**src/rtl/wb_target_arbiter.sv**
```systemverilog
// wb_target_arbiter: Wishbone cycle controller routing host cycles to regs/UART0/UART1 with default-value completion.
// Optional WAIT-state timeout is built when WB_ARB_TIMEOUT_EN is defined.
module wb_target_arbiter #(
   parameter int                   ADDRWIDTH      = 10,
   parameter int                   DATAWIDTH      = 32,
   parameter int                   SEL_LSB        = 8,
   parameter int                   TIMEOUT_CYCLES = 255,
   parameter logic [DATAWIDTH-1:0] DEF_REG_VALUE  = 32'hFABDEFAC
) (
   input  logic                   WBs_CLK_i,
   input  logic                   WBs_RST_i,
   input  logic [ADDRWIDTH-1:0]   WBs_ADR_i,
   input  logic                   WBs_CYC_i,
   input  logic                   WBs_STB_i,
   input  logic                   WBs_WE_i,
   output logic [DATAWIDTH-1:0]   WBs_DAT_o,
   output logic                   WBs_ACK_o,
   output logic [2:0]             Tgt_CYC_o,
   output logic                   Tgt_STB_o,
   input  logic [3*DATAWIDTH-1:0] Tgt_DAT_i,
   input  logic [2:0]             Tgt_ACK_i,
   output logic                   Timeout_Flag_o,
   input  logic                   Timeout_Clr_i
);
   typedef enum logic [1:0] {IDLE, WAIT, RESP} state_t;
   state_t               r_state, w_state_nxt;
   logic [1:0]           r_sel, w_sel_nxt, w_sel;
   logic [2:0]           r_cyc, w_cyc_nxt;
   logic                 r_stb, w_stb_nxt, r_ack, w_ack_nxt, r_flag, w_flag_nxt;
   logic                 w_set, w_req, w_tgt_ack, w_timeout, w_unused;
   logic [DATAWIDTH-1:0] r_dat, w_dat_nxt, w_tgt_dat;

   assign w_sel     = WBs_ADR_i[SEL_LSB+1:SEL_LSB];
   assign w_req     = WBs_CYC_i & WBs_STB_i;
   assign w_tgt_ack = (r_sel == 2'd0) ? Tgt_ACK_i[0] : (r_sel == 2'd1) ? Tgt_ACK_i[1] : Tgt_ACK_i[2];
   assign w_tgt_dat = (r_sel == 2'd0) ? Tgt_DAT_i[DATAWIDTH-1:0] :
                      (r_sel == 2'd1) ? Tgt_DAT_i[2*DATAWIDTH-1:DATAWIDTH] :
                                        Tgt_DAT_i[3*DATAWIDTH-1:2*DATAWIDTH];

`ifdef WB_ARB_TIMEOUT_EN
   localparam logic [7:0] TO_LAST = 8'(TIMEOUT_CYCLES - 1);
   logic [7:0] r_cnt;
   assign w_timeout = (r_state == WAIT) && (r_cnt == TO_LAST);
   assign w_unused  = ^{WBs_WE_i, WBs_ADR_i};
   // Held at zero outside WAIT, so every WAIT entry starts counting from 0
   always_ff @(posedge WBs_CLK_i or posedge WBs_RST_i)
      if (WBs_RST_i) r_cnt <= 8'd0;
      else           r_cnt <= (r_state == WAIT) ? r_cnt + 8'd1 : 8'd0;
`else
   assign w_timeout = 1'b0;
   assign w_unused  = ^{WBs_WE_i, WBs_ADR_i, 8'(TIMEOUT_CYCLES)};
`endif

   always_comb begin
      w_state_nxt = r_state;
      w_sel_nxt   = r_sel;
      w_cyc_nxt   = r_cyc;
      w_stb_nxt   = r_stb;
      w_dat_nxt   = r_dat;
      w_set       = 1'b0;
      case (r_state)
         IDLE: if (w_req) begin
            w_sel_nxt = w_sel;
            if (w_sel == 2'd3) begin
               w_dat_nxt   = DEF_REG_VALUE;
               w_set       = 1'b1;
               w_state_nxt = RESP;
            end else begin
               w_cyc_nxt   = 3'b001 << w_sel;
               w_stb_nxt   = 1'b1;
               w_state_nxt = WAIT;
            end
         end
         WAIT: if (w_tgt_ack) begin
            w_dat_nxt   = w_tgt_dat;
            w_cyc_nxt   = 3'b000;
            w_stb_nxt   = 1'b0;
            w_state_nxt = RESP;
         end else if (!WBs_CYC_i) begin
            w_cyc_nxt   = 3'b000;
            w_stb_nxt   = 1'b0;
            w_state_nxt = IDLE;
         end else if (w_timeout) begin
            w_dat_nxt   = DEF_REG_VALUE;
            w_cyc_nxt   = 3'b000;
            w_stb_nxt   = 1'b0;
            w_set       = 1'b1;
            w_state_nxt = RESP;
         end
         default: w_state_nxt = IDLE;
      endcase
      w_ack_nxt  = (w_state_nxt == RESP);
      w_flag_nxt = w_set | (r_flag & ~Timeout_Clr_i);
   end

   always_ff @(posedge WBs_CLK_i or posedge WBs_RST_i)
      if (WBs_RST_i) begin
         r_state <= IDLE;
         r_sel   <= 2'd0;
         r_cyc   <= 3'b000;
         r_stb   <= 1'b0;
         r_ack   <= 1'b0;
         r_flag  <= 1'b0;
         r_dat   <= '0;
      end else begin
         r_state <= w_state_nxt;
         r_sel   <= w_sel_nxt;
         r_cyc   <= w_cyc_nxt;
         r_stb   <= w_stb_nxt;
         r_ack   <= w_ack_nxt;
         r_flag  <= w_flag_nxt;
         r_dat   <= w_dat_nxt;
      end

   assign WBs_DAT_o      = r_dat;
   assign WBs_ACK_o      = r_ack;
   assign Tgt_CYC_o      = r_cyc;
   assign Tgt_STB_o      = r_stb;
   assign Timeout_Flag_o = r_flag;
endmodule

```
**config.mk**
```make
export PLATFORM = sky130hd
export DESIGN_NAME = wb_target_arbiter
export DESIGN_NICKNAME = d
export VERILOG_FILES = /design/src/rtl/wb_target_arbiter.sv
export SDC_FILE = /design/constraint.sdc
export NUM_CORES = 1
export LEC_CHECK = 0
export ABC_CLOCK_PERIOD_IN_PS = 2700
export CORE_MARGIN = 2
export CORE_UTILIZATION = 41
export CTS_CLUSTER_DIAMETER = 200
export DETAILED_ROUTE_END_ITERATION = 16
export PLACE_DENSITY = 0.89
export SLEW_MARGIN = 20
export SYNTH_ARGS = -nofsm -noshare
export SYNTH_HDL_FRONTEND = slang
export SYNTH_SLANG_ARGS = --single-unit
```
**constraint.sdc**
```tcl
create_clock -name WBs_CLK_i -period 2.7 [get_ports WBs_CLK_i]
set_input_delay 0.54 -clock WBs_CLK_i [delete_from_list [all_inputs] [get_ports WBs_CLK_i]]
set_output_delay 0.54 -clock WBs_CLK_i [all_outputs]
set_load 0.02 [all_outputs]
```
; ---- After elaboration in Yosys (flattened, before gate mapping)
; Cells that the tools add are included.
[classes]
n_eq_ne = 9
shifts = 1
muxes = 26
bitwise_logic = 4
reduce_logical = 6
[op_table]
columns = cell, count
row1 = $mux 32, 5
row2 = $pmux 32 s2, 1
row3 = $mux 3, 4
row4 = $mux 1, 9
row5 = $mux 2, 4
row6 = $ne 2x2->1 const B, 4
row7 = $reduce_and 4->1, 2
row8 = $pmux 3 s2, 1
row9 = $eq 2x1->1 const B, 2
row10 = $eq 2x2->1 const B, 2
row11 = $logic_not 2->1, 2
row12 = $pmux 2 s2, 1
row13 = $ne 3x3->1 const B, 1
row14 = $shl 1x2->3 const A, 1
row15 = $and 1x1->1, 2
row16 = $pmux 1 s2, 1
row17 = $reduce_and 2->1, 1
row18 = $reduce_bool 2->1, 1
row19 = $not 1->1, 1
row20 = $or 1x1->1, 1
[totals]
reg_bits = 42
input_bits = 115
out_inout_bits = 38
elab_cells = 53

; ---- Logic depth before layout (Yosys ltp)
; Gate-level depths: netlist (run 1).
[depth]
depth_word = 6
depth_mapped = 7
mapped_depth_nobuf = 4

; ---- Least setup slack after synthesis (run 1)
; No wires, ideal clock.
[synth_path]
path_kind = register to register
start = register r_sel[0]
end = register r_cyc[0] (netlist: Tgt_CYC_o[0])
setup_time_ns = 0.125
t_arrival_ns = 1.441
required_ns = 2.575
setup_slack_ns = 1.134
path_stages_with_launch = 6
path_buffers = 1
period_less_slack_ns = 1.566
cell_sequence = dfrtp_1 -> buf_4 -> mux2i_1 -> o2111ai_2 -> nor3b_4 -> mux2_2
[synth_via]
elab_chain_len = 5
word_cells_on_any_way = 8
classes_between = 2 x eq/ne / 4 x mux / 2 x reduce/logical
[synth_rtl]
columns = element, line
row1 = "start, declared", 27  ; logic [1:0] r_sel, w_sel_nxt, w_sel;
row2 = "start signal, assigned", 107  ; r_sel <= w_sel_nxt;
row3 = $eq 2x1->1, 35  ; assign w_tgt_ack = (r_sel == 2'd0) ? Tgt_ACK_i[0] : (r_sel == 2'd1) ? Tgt_ACK_i[1] : Tgt_ACK_i[2];
row4 = $mux 1, 35
row5 = $mux 1 (*), 35
row6 = $ne 3x3->1 (no line) / $mux 3 (equally long branches), n/a
row7 = $reduce_and 4->1 (no line) / $pmux 3 s2 (equally long branches), n/a
row8 = "end signal, assigned", 108  ; r_cyc <= w_cyc_nxt;
row9 = "end, declared", 28  ; logic [2:0] r_cyc, w_cyc_nxt;
; Every way passes the cells marked *; elsewhere a longest branch is shown, timed or not.
; A chain may end at the register's enable or synchronous reset.

; ---- Worst setup path after layout (run 1)
[layout_path]
start = input port WBs_ADR_i[8]
end = register r_dat[9] (netlist: WBs_DAT_o[9])
[layout_via]
elab_chain_len = 3
[layout_rtl]
columns = element, line
row1 = "start, declared", 12  ; input logic [ADDRWIDTH-1:0] WBs_ADR_i,
row2 = $eq 2x2->1, 64  ; if (w_sel == 2'd3) begin
row3 = $ne 2x2->1 (no line), n/a
row4 = $reduce_and 4->1 (no line), n/a
row5 = "end signal, assigned", 112  ; r_dat <= w_dat_nxt;
row6 = "end, declared", 31  ; logic [DATAWIDTH-1:0] r_dat, w_dat_nxt, w_tgt_dat;
; Every way passes these cells.

==> results by group, run 1 <==
Run status
  – Run status: complete, no violations

Power
  – Relative contribution of sequential cells to total power: 28.6%
  – Share of total power in the clock network: 10.6%
  – Ratio of total power to cell area: 943 mW/mm^2
  – Static power due to leakage: 1.66 nW
  – Switching pwr: 0.00163 W
  – Worst VDD drop: 0.555 mV
  – Combinational Power Share: 60.8%
  – Design internal power: 0.00223 W
  – Switching Share: 42.2%

Detailed routing
  – Via count: 2336
  – Top routing layer in use: met4
  – Final Routed Wirelength: 7.18 mm
  – DRT antenna net count: 0
  – Routed length per instance: 16.0 um
  – Met1 Routed Length: 2.77 mm
  – Detailed-route vias per instance: 5.19
  – Met3 wirelength from detailed routing: 525 um
  – Detail Route met2 WL: 3.82 mm
  – First-pass iteration count of the detailed router: 4
  – Initial DRC count: 40
  – DRC viols: 0

Worst setup path
  – Most common cell on crit path: sky130_fd_sc_hd__a41oi_1
  – CP max-delay cell: sky130_fd_sc_hd__clkdlybuf4s50_1
  – Endpoint arrival time on the critical path: 2.19 ns
  – Cells along the critical path: clkdlybuf4s50_1, a41oi_1, nor2_4, buf_4, a21oi_1, a41oi_1
  – Crit path required time: 2.89 ns
  – Setup crit start kind: input port
  – Kind of end point of the critical path: flop
  – Maximum fanout encountered on the critical timing path: 46
  – CP peak stage delay: 0.59 ns
  – Startpoint-to-endpoint class of the critical path: in -> reg

Clock tree
  – CTS buffer count: 5
  – Quantity of gates resized following cts: 0
  – CTS Root Buffer Type: sky130_fd_sc_hd__clkbuf_8
  – Hold-fix buffer count after cts: 0
  – Clock slew seen by the registers of the worst setup and hold paths: 0.08 ns
  – Worst-skew pair later-pin latency: 0.28 ns
  – CTS H-tree lvls: 2
  – Setup bufs post-CTS: 0
  – Longest Clk Path Bufs: 2
  – Clock tree sinks: 42
  – TritonCTS clock tree: done

Synthesis
  – Cell Area, Synth: 0.00254 mm^2
  – Share of flip-flops with an asynchronous set or reset: 100%
  – Sequential fraction of the synthesis area: 41.4%
  – Syn Area/Cell: 10.5 um^2
  – Top flip-flop cell by instance count after synthesis: sky130_fd_sc_hd__dfrtp_1
  – Flip-flop and latch count after synthesis: 42
  – Total nets after synthesis: 357
  – EDFF count, synth: 0
  – Cells after synthesis: 242
  – Number of distinct library cells after synthesis: 23
  – Synth Warn #: 0

Floorplanning
  – Row count: 28
  – Die outline area: 0.00684 mm^2
  – Die W: 82.7 um
  – Area inside the core boundary: 0.00596 mm^2
  – Total I/O pin count: 153
  – Starting utilization of the core area: 42.7%
  – Die outline height: 82.7 um

Job
  – Number of max-cap violations: 0

Final layout
  – Fin nets: 489
  – Ant. Diodes: 0
  – Layout cells sized above 1: 13.1%
  – Synth-to-Final Area Change: 61.1%
  – Post-route cell area: 0.00409 mm^2

Placed design
  – Weighted congestion at the end of routability-driven global placement: 0.682
  – Placement-stage cell area: 0.00400 mm^2
  – DP Wirelength: 5.41 mm
  – # port buffers: 143

STA
  – Fin crit period: 2.00 ns
  – Max Transition Viols Final: 0
  – Worst-margin pin slew: 0.851 ns
  – Share of the clock period used by the worst path after layout: 74.1%
  – Number of hold violations in the final report: 0
  – Clk_skew: 0.00669 ns
  – Max-slew headroom: 43.2%
  – Final setup viols: 0
  – Setup repair after global routing missed its margin: no
  – Setup tns final: 0 ns
  – Upper clock frequency limit: 0.500 GHz

GRT
  – Wire length of the first global-routing pass: 10.8 mm
  – Number of antenna violations at the first check in global routing: 0
  – Largest net degree at the start of global routing: 47
  – Tot GR Track Use: 20.8%
  – Overflow after GRT: 0
  – Vias in the first global route: 2322

Min path
  – Type of the most critical hold path: reg -> reg
## stage by stage
step                      total power (W)  hold slack, ns  cells  setup WS, ns  utilization [%]
after CTS                         0.00390           0.525    450         0.703             68.7
after detailed placement          0.00348           0.499    442         0.442             67.1
after global placement            0.00340           0.501    442         0.472             67.1
after floorplan                   0.00260           0.493    242          1.13                -
after global routing              0.00412           0.540    450         0.537             68.7
final                             0.00386           0.522    450         0.700             68.7
## path summary, 6_finish.rpt
path | cells after the start | end | slack [ns] | startpoint
max in group asynchronous | 2 | r_sel[1] | 1.35 | WBs_RST_i
hold / removal | 2 | WBs_DAT_o[24] | 0.52 | WBs_DAT_o[24]
hold reg to reg | 2 | WBs_DAT_o[24] | 0.52 | WBs_DAT_o[24]
min in group asynchronous | 2 | WBs_ACK_o | 0.76 | WBs_RST_i
setup reg to reg | 4 | WBs_DAT_o[4] | 0.86 | r_state[1]
setup / recovery | 6 | WBs_DAT_o[9] | 0.70 | WBs_ADR_i[8]
## cell families (layout without fill, tap and decap cells)
logic type | after synthesis | after routing | synth area share (%)
compound gates | 61 | 61 | 16.4
buf+inv | 38 | 171 | 7.24
flops | 42 | 42 | 41.4
mux | 71 | 71 | 29.3
simple gates | 30 | 30 | 5.66
## power by group through the flow
stage                     combinational, W  sequential [W]  clock, W
after global routing               0.00253         0.00114  0.000454
after global placement             0.00231         0.00109         0
final                              0.00235         0.00110  0.000410
after CTS                          0.00237         0.00111  0.000422
after detailed placement           0.00237         0.00111         0
after floorplan                    0.00128         0.00132         0
## flip-flops by register name, summed over array words and instances, names as in the netlist
name            cells
r_state             2
Tgt_CYC_o           3
Tgt_STB_o           1
Timeout_Flag_o      1
WBs_ACK_o           1
WBs_DAT_o          32
r_sel               2
## per-layer routing
metal / vias up / GRT usage, %
met5: - / 0
met4: 0 / 5.08
met3: 6 / 5.00
met2: 72 / 38.3
met1: 1104 / 24.3
li1: 1154 / -
## layout make-up
| cell class | instances | area (um^2) |
|---|---|---|
| clock buffer | 6 | 82.6 |
| clock inverter | 2 | 12.5 |
| fill | 486 | 1860 |
| inverter | 14 | 52.6 |
| multi-input combinational | 162 | 1320 |
| sequential | 42 | 1050 |
| tap | 75 | 93.8 |
| timing repair buffer | 149 | 1480 |
## worst max-delay path: cells and delay by family
| kind | cells | cell delay, ns |
|---|---|---|
| buf+inv | 2 | 0.98 |
| compound gates | 3 | 0.53 |
| simple gates | 1 | 0.13 |
## cell usage after synthesis (2+ instances only)
master,count,area share (%)
sky130_fd_sc_hd__mux2i_1,43,17
sky130_fd_sc_hd__dfrtp_1,42,41
sky130_fd_sc_hd__mux2_2,28,12
sky130_fd_sc_hd__a41oi_1,24,8.3
sky130_fd_sc_hd__a21oi_1,23,4.5
sky130_fd_sc_hd__nand2_1,22,3.2
sky130_fd_sc_hd__inv_1,14,2.1
sky130_fd_sc_hd__buf_2,12,2.4
sky130_fd_sc_hd__o21ai_0,10,2.0
sky130_fd_sc_hd__buf_4,5,1.5
sky130_fd_sc_hd__clkbuf_1,5,0.74
sky130_fd_sc_hd__nor3_1,2,0.39
sky130_fd_sc_hd__nor3b_1,2,0.59
## layout by cell type, fill, tap and decap left out, drive strengths merged
cell,Yosys,routed
clkbuf,5,6
nor2b,1,1
nand3,1,1
buf,19,6
a41oi,24,24
a21oi,23,23
nor2,1,1
dfrtp,42,42
o21ai,10,10
nand2,22,22
nor3,2,2
clkdlybuf4s50,0,143
o211ai,1,1
o31ai,1,1
clkinvlp,0,1
inv,14,14
o2111ai,1,1
mux2i,43,43
a31oi,1,1
mux2,28,28
clkinv,0,1
nor3b,3,3
(Power assumes the default switching activity.)
==> run 2: changes to the inputs <==
--- a/config.mk
+++ b/config.mk
@@ -5,12 +5,12 @@
 export SDC_FILE = /design/constraint.sdc
 export NUM_CORES = 1
 export LEC_CHECK = 0
-export ABC_CLOCK_PERIOD_IN_PS = 2700
+export ABC_CLOCK_PERIOD_IN_PS = 1600
 export CORE_MARGIN = 2
-export CORE_UTILIZATION = 41
+export CORE_UTILIZATION = 34
 export CTS_CLUSTER_DIAMETER = 200
 export DETAILED_ROUTE_END_ITERATION = 16
-export PLACE_DENSITY = 0.89
+export PLACE_DENSITY = 0.79
 export SLEW_MARGIN = 20
 export SYNTH_ARGS = -nofsm -noshare
 export SYNTH_HDL_FRONTEND = slang
==> constraint.sdc (replaced) <==
create_clock -name WBs_CLK_i -period 1.6 [get_ports WBs_CLK_i]
set_input_delay 0.32 -clock WBs_CLK_i [delete_from_list [all_inputs] [get_ports WBs_CLK_i]]
set_output_delay 0.32 -clock WBs_CLK_i [all_outputs]
set_load 0.02 [all_outputs]
==> run 2 against run 1 <==
Net effect:
- the flow now finishes with violations (setup timing)
- critical path depth is 2 lower
- routed wire length is 3.0% higher
- clock power is 88% higher
- sequential power is 64% higher
- sequential cell count stayed put
- combinational power is 85% higher
- cell count is 8.9% higher
- die area is 20% higher
- cell area is 8.3% higher
==> results by group, run 2 (synthesis gave the netlist of run 1 again) <==
Run status
  – Run status: complete, but fails checks
  – Failing checks: setup timing

Worst setup path
  – Worst setup startpoint: r_sel[0]
  – CP max-delay cell: sky130_fd_sc_hd__dfrtp_1
  – Cell type group with the largest total delay on the critical path: multiplexers
  – Crit path required time: 1.77 ns
  – Register-to-register setup slack: -0.02 ns
  – Kind of end point of the critical path: flop
  – Setup crit start kind: flop
  – Maximum fanout encountered on the critical timing path: 4
  – Beginning of the worst register-to-register path: r_sel[0]
  – Startpoint-to-endpoint class of the critical path: reg -> reg
  – Endpoint arrival time on the critical path: 1.79 ns
  – Buf+Inv Stages, Crit Path: 0
  – Cells along the critical path: mux2i_2, o2111ai_2, nor3b_4, mux2_2
  – CP peak stage delay: 0.43 ns
  – Number of cells on the worst reg-to-reg path: 4
  – Reg2reg end: Tgt_CYC_o[0]

STA
  – Worst-margin pin slew: 0.418 ns
  – Number of hold violations in the final report: 0
  – Clk_skew: 0.00673 ns
  – Setup repair after global routing missed its margin: yes
  – Final setup viols: 3
  – Fin crit period: 1.62 ns
  – Max-slew headroom: 72.1%
  – Upper clock frequency limit: 0.617 GHz
  – Final critical-path setup slack: -0.0202 ns
  – Max Transition Viols Final: 0
  – Share of the clock period used by the worst path after layout: 101%

Job
  – Number of max-cap violations: 0

Floorplanning
  – Die W: 90.5 um
  – Die outline area: 0.00818 mm^2
  – Row count: 31
  – Die outline height: 90.5 um
  – Total I/O pin count: 153
  – Starting utilization of the core area: 35.0%
  – Area inside the core boundary: 0.00725 mm^2

Clock tree
  – Hold-fix buffer count after cts: 0
  – Worst-skew pair later-pin latency: 0.28 ns
  – Clock tree sinks: 42
  – CTS H-tree lvls: 2
  – CTS Root Buffer Type: sky130_fd_sc_hd__clkbuf_8
  – Longest Clk Path Bufs: 2
  – Clock slew seen by the registers of the worst setup and hold paths: 0.08 ns
  – CTS buffer count: 5
  – Setup bufs post-CTS: 0
  – TritonCTS clock tree: done

Final layout
  – Total of fill cells in the finished design: 621
  – Fin nets: 505
  – Most common cell after layout, fill and taps aside: sky130_fd_sc_hd__clkdlybuf4s50_1
  – Highest-count cells in the layout ignoring fill and taps: 110 x sky130_fd_sc_hd__clkdlybuf4s50_1, 42 x sky130_fd_sc_hd__mux2i_1, 41 x sky130_fd_sc_hd__dfrtp_1
  – Post-route non-filler standard cell count: 490
  – Ant. Diodes: 0
  – Layout cells sized above 1: 17.1%
  – Post-route cell area: 0.00443 mm^2
  – Flip-flop count of the largest register, all copies and words added: 32
  – Synth-to-Final Area Change: 74.5%

Power
  – Static power due to leakage: 2.01 nW
  – Ratio of total power to cell area: 1560 mW/mm^2
  – Worst VDD drop: 0.645 mV

GRT
  – Wire length of the first global-routing pass: 11.5 mm
  – Overflow after GRT: 0
  – Vias in the first global route: 2386
  – Tot GR Track Use: 17.1%
  – Largest net degree at the start of global routing: 43
  – Number of antenna violations at the first check in global routing: 0

Detailed routing
  – DRC viols: 0
  – Met3 wirelength from detailed routing: 459 um
  – Final Routed Wirelength: 7.40 mm
  – Detail Route met2 WL: 3.77 mm
  – Initial DRC count: 74
  – First-pass iteration count of the detailed router: 4
  – Top routing layer in use: met4
  – Via count: 2423
  – Met1 Routed Length: 3.11 mm
  – Routed length per instance: 15.1 um
  – Detailed-route vias per instance: 4.94
  – DRT antenna net count: 0

Placed design
  – Weighted congestion at the end of routability-driven global placement: 0.829
  – DP Wirelength: 5.58 mm
  – Placed cell count: 481
  – Placement-stage cell area: 0.00420 mm^2
  – # port buffers: 143

Min path
  – Type of the most critical hold path: in -> async
[run 2: changes by cell type in the layout (fill, tap and decap cells not counted), sizes merged]
cell and delta:
dlygate4sd2 +3, clkbuf +4, buf +14, clkinvlp -1
clkdlybuf4s50 -33, clkinv -1, dlymetal6s2s +30
[run 2: through the flow]
stage / setup TNS, ns / hold slack [ns] / power [W] / setup slack, ns / util (%)
global placement: -8.78 / 0.509 / 0.00605 / -0.317 / 57.8
finish: -0.0503 / 0.373 / 0.00692 / -0.0202 / 61.1
detailed placement: -9.84 / 0.513 / 0.00614 / -0.351 / 57.8
global route: -0.445 / 0.402 / 0.00739 / -0.0848 / 61.1
floorplan: 0 / 0.416 / 0.00439 / 0.0344 / -
CTS: -0.0680 / 0.381 / 0.00692 / -0.0275 / 59.4
[run 2: tightest hold or removal path: stages]
cell	delay (ns)
sky130_fd_sc_hd__clkdlybuf4s50_1	0.41
sky130_fd_sc_hd__inv_2	0.07
sky130_fd_sc_hd__buf_12	0.23
[run 2: routing by layer]
layer  GRT usage, %  vias up
met5              0        -
met4           3.72        0
met3           4.92        6
met2           30.6       85
met1           20.4     1142
li1               -     1190
[run 2: area by class of cell]
class	instances	area [um^2]	share of cell area (%)
timing repair buffer	165	1760	39.6
multi-input combinational	162	1340	30.2
sequential	42	1050	23.7
tap	99	124	2.79
clock buffer	8	110	2.48
inverter	14	52.6	1.19
[run 2: worst max-delay path by stage]
stage	to	slack (ns)	depth (start not counted)
after global placement	Tgt_CYC_o[1]	-0.32	5
after global routing	Tgt_CYC_o[2]	-0.08	4
after floorplan	Tgt_CYC_o[0]	0.03	5
after detailed placement	Tgt_CYC_o[0]	-0.35	5
final	Tgt_CYC_o[0]	-0.02	4
after CTS	Tgt_CYC_o[0]	-0.03	4
[run 2: where the power goes]
group	leakage, nW	total [W]	switching [W]	internal [W]
Clock	0.0575	0.000770	0.000334	0.000436
Combinational	1.49	0.00435	0.00218	0.00218
Sequential	0.462	0.00180	0.000291	0.00151
[run 2: repair_timing]
action / in CTS / in global routing
setup endpoints to repair: 7 / 62
resized for setup: 4 / 32
pin swaps: 0 / 1
gates cloned: 0 / 2
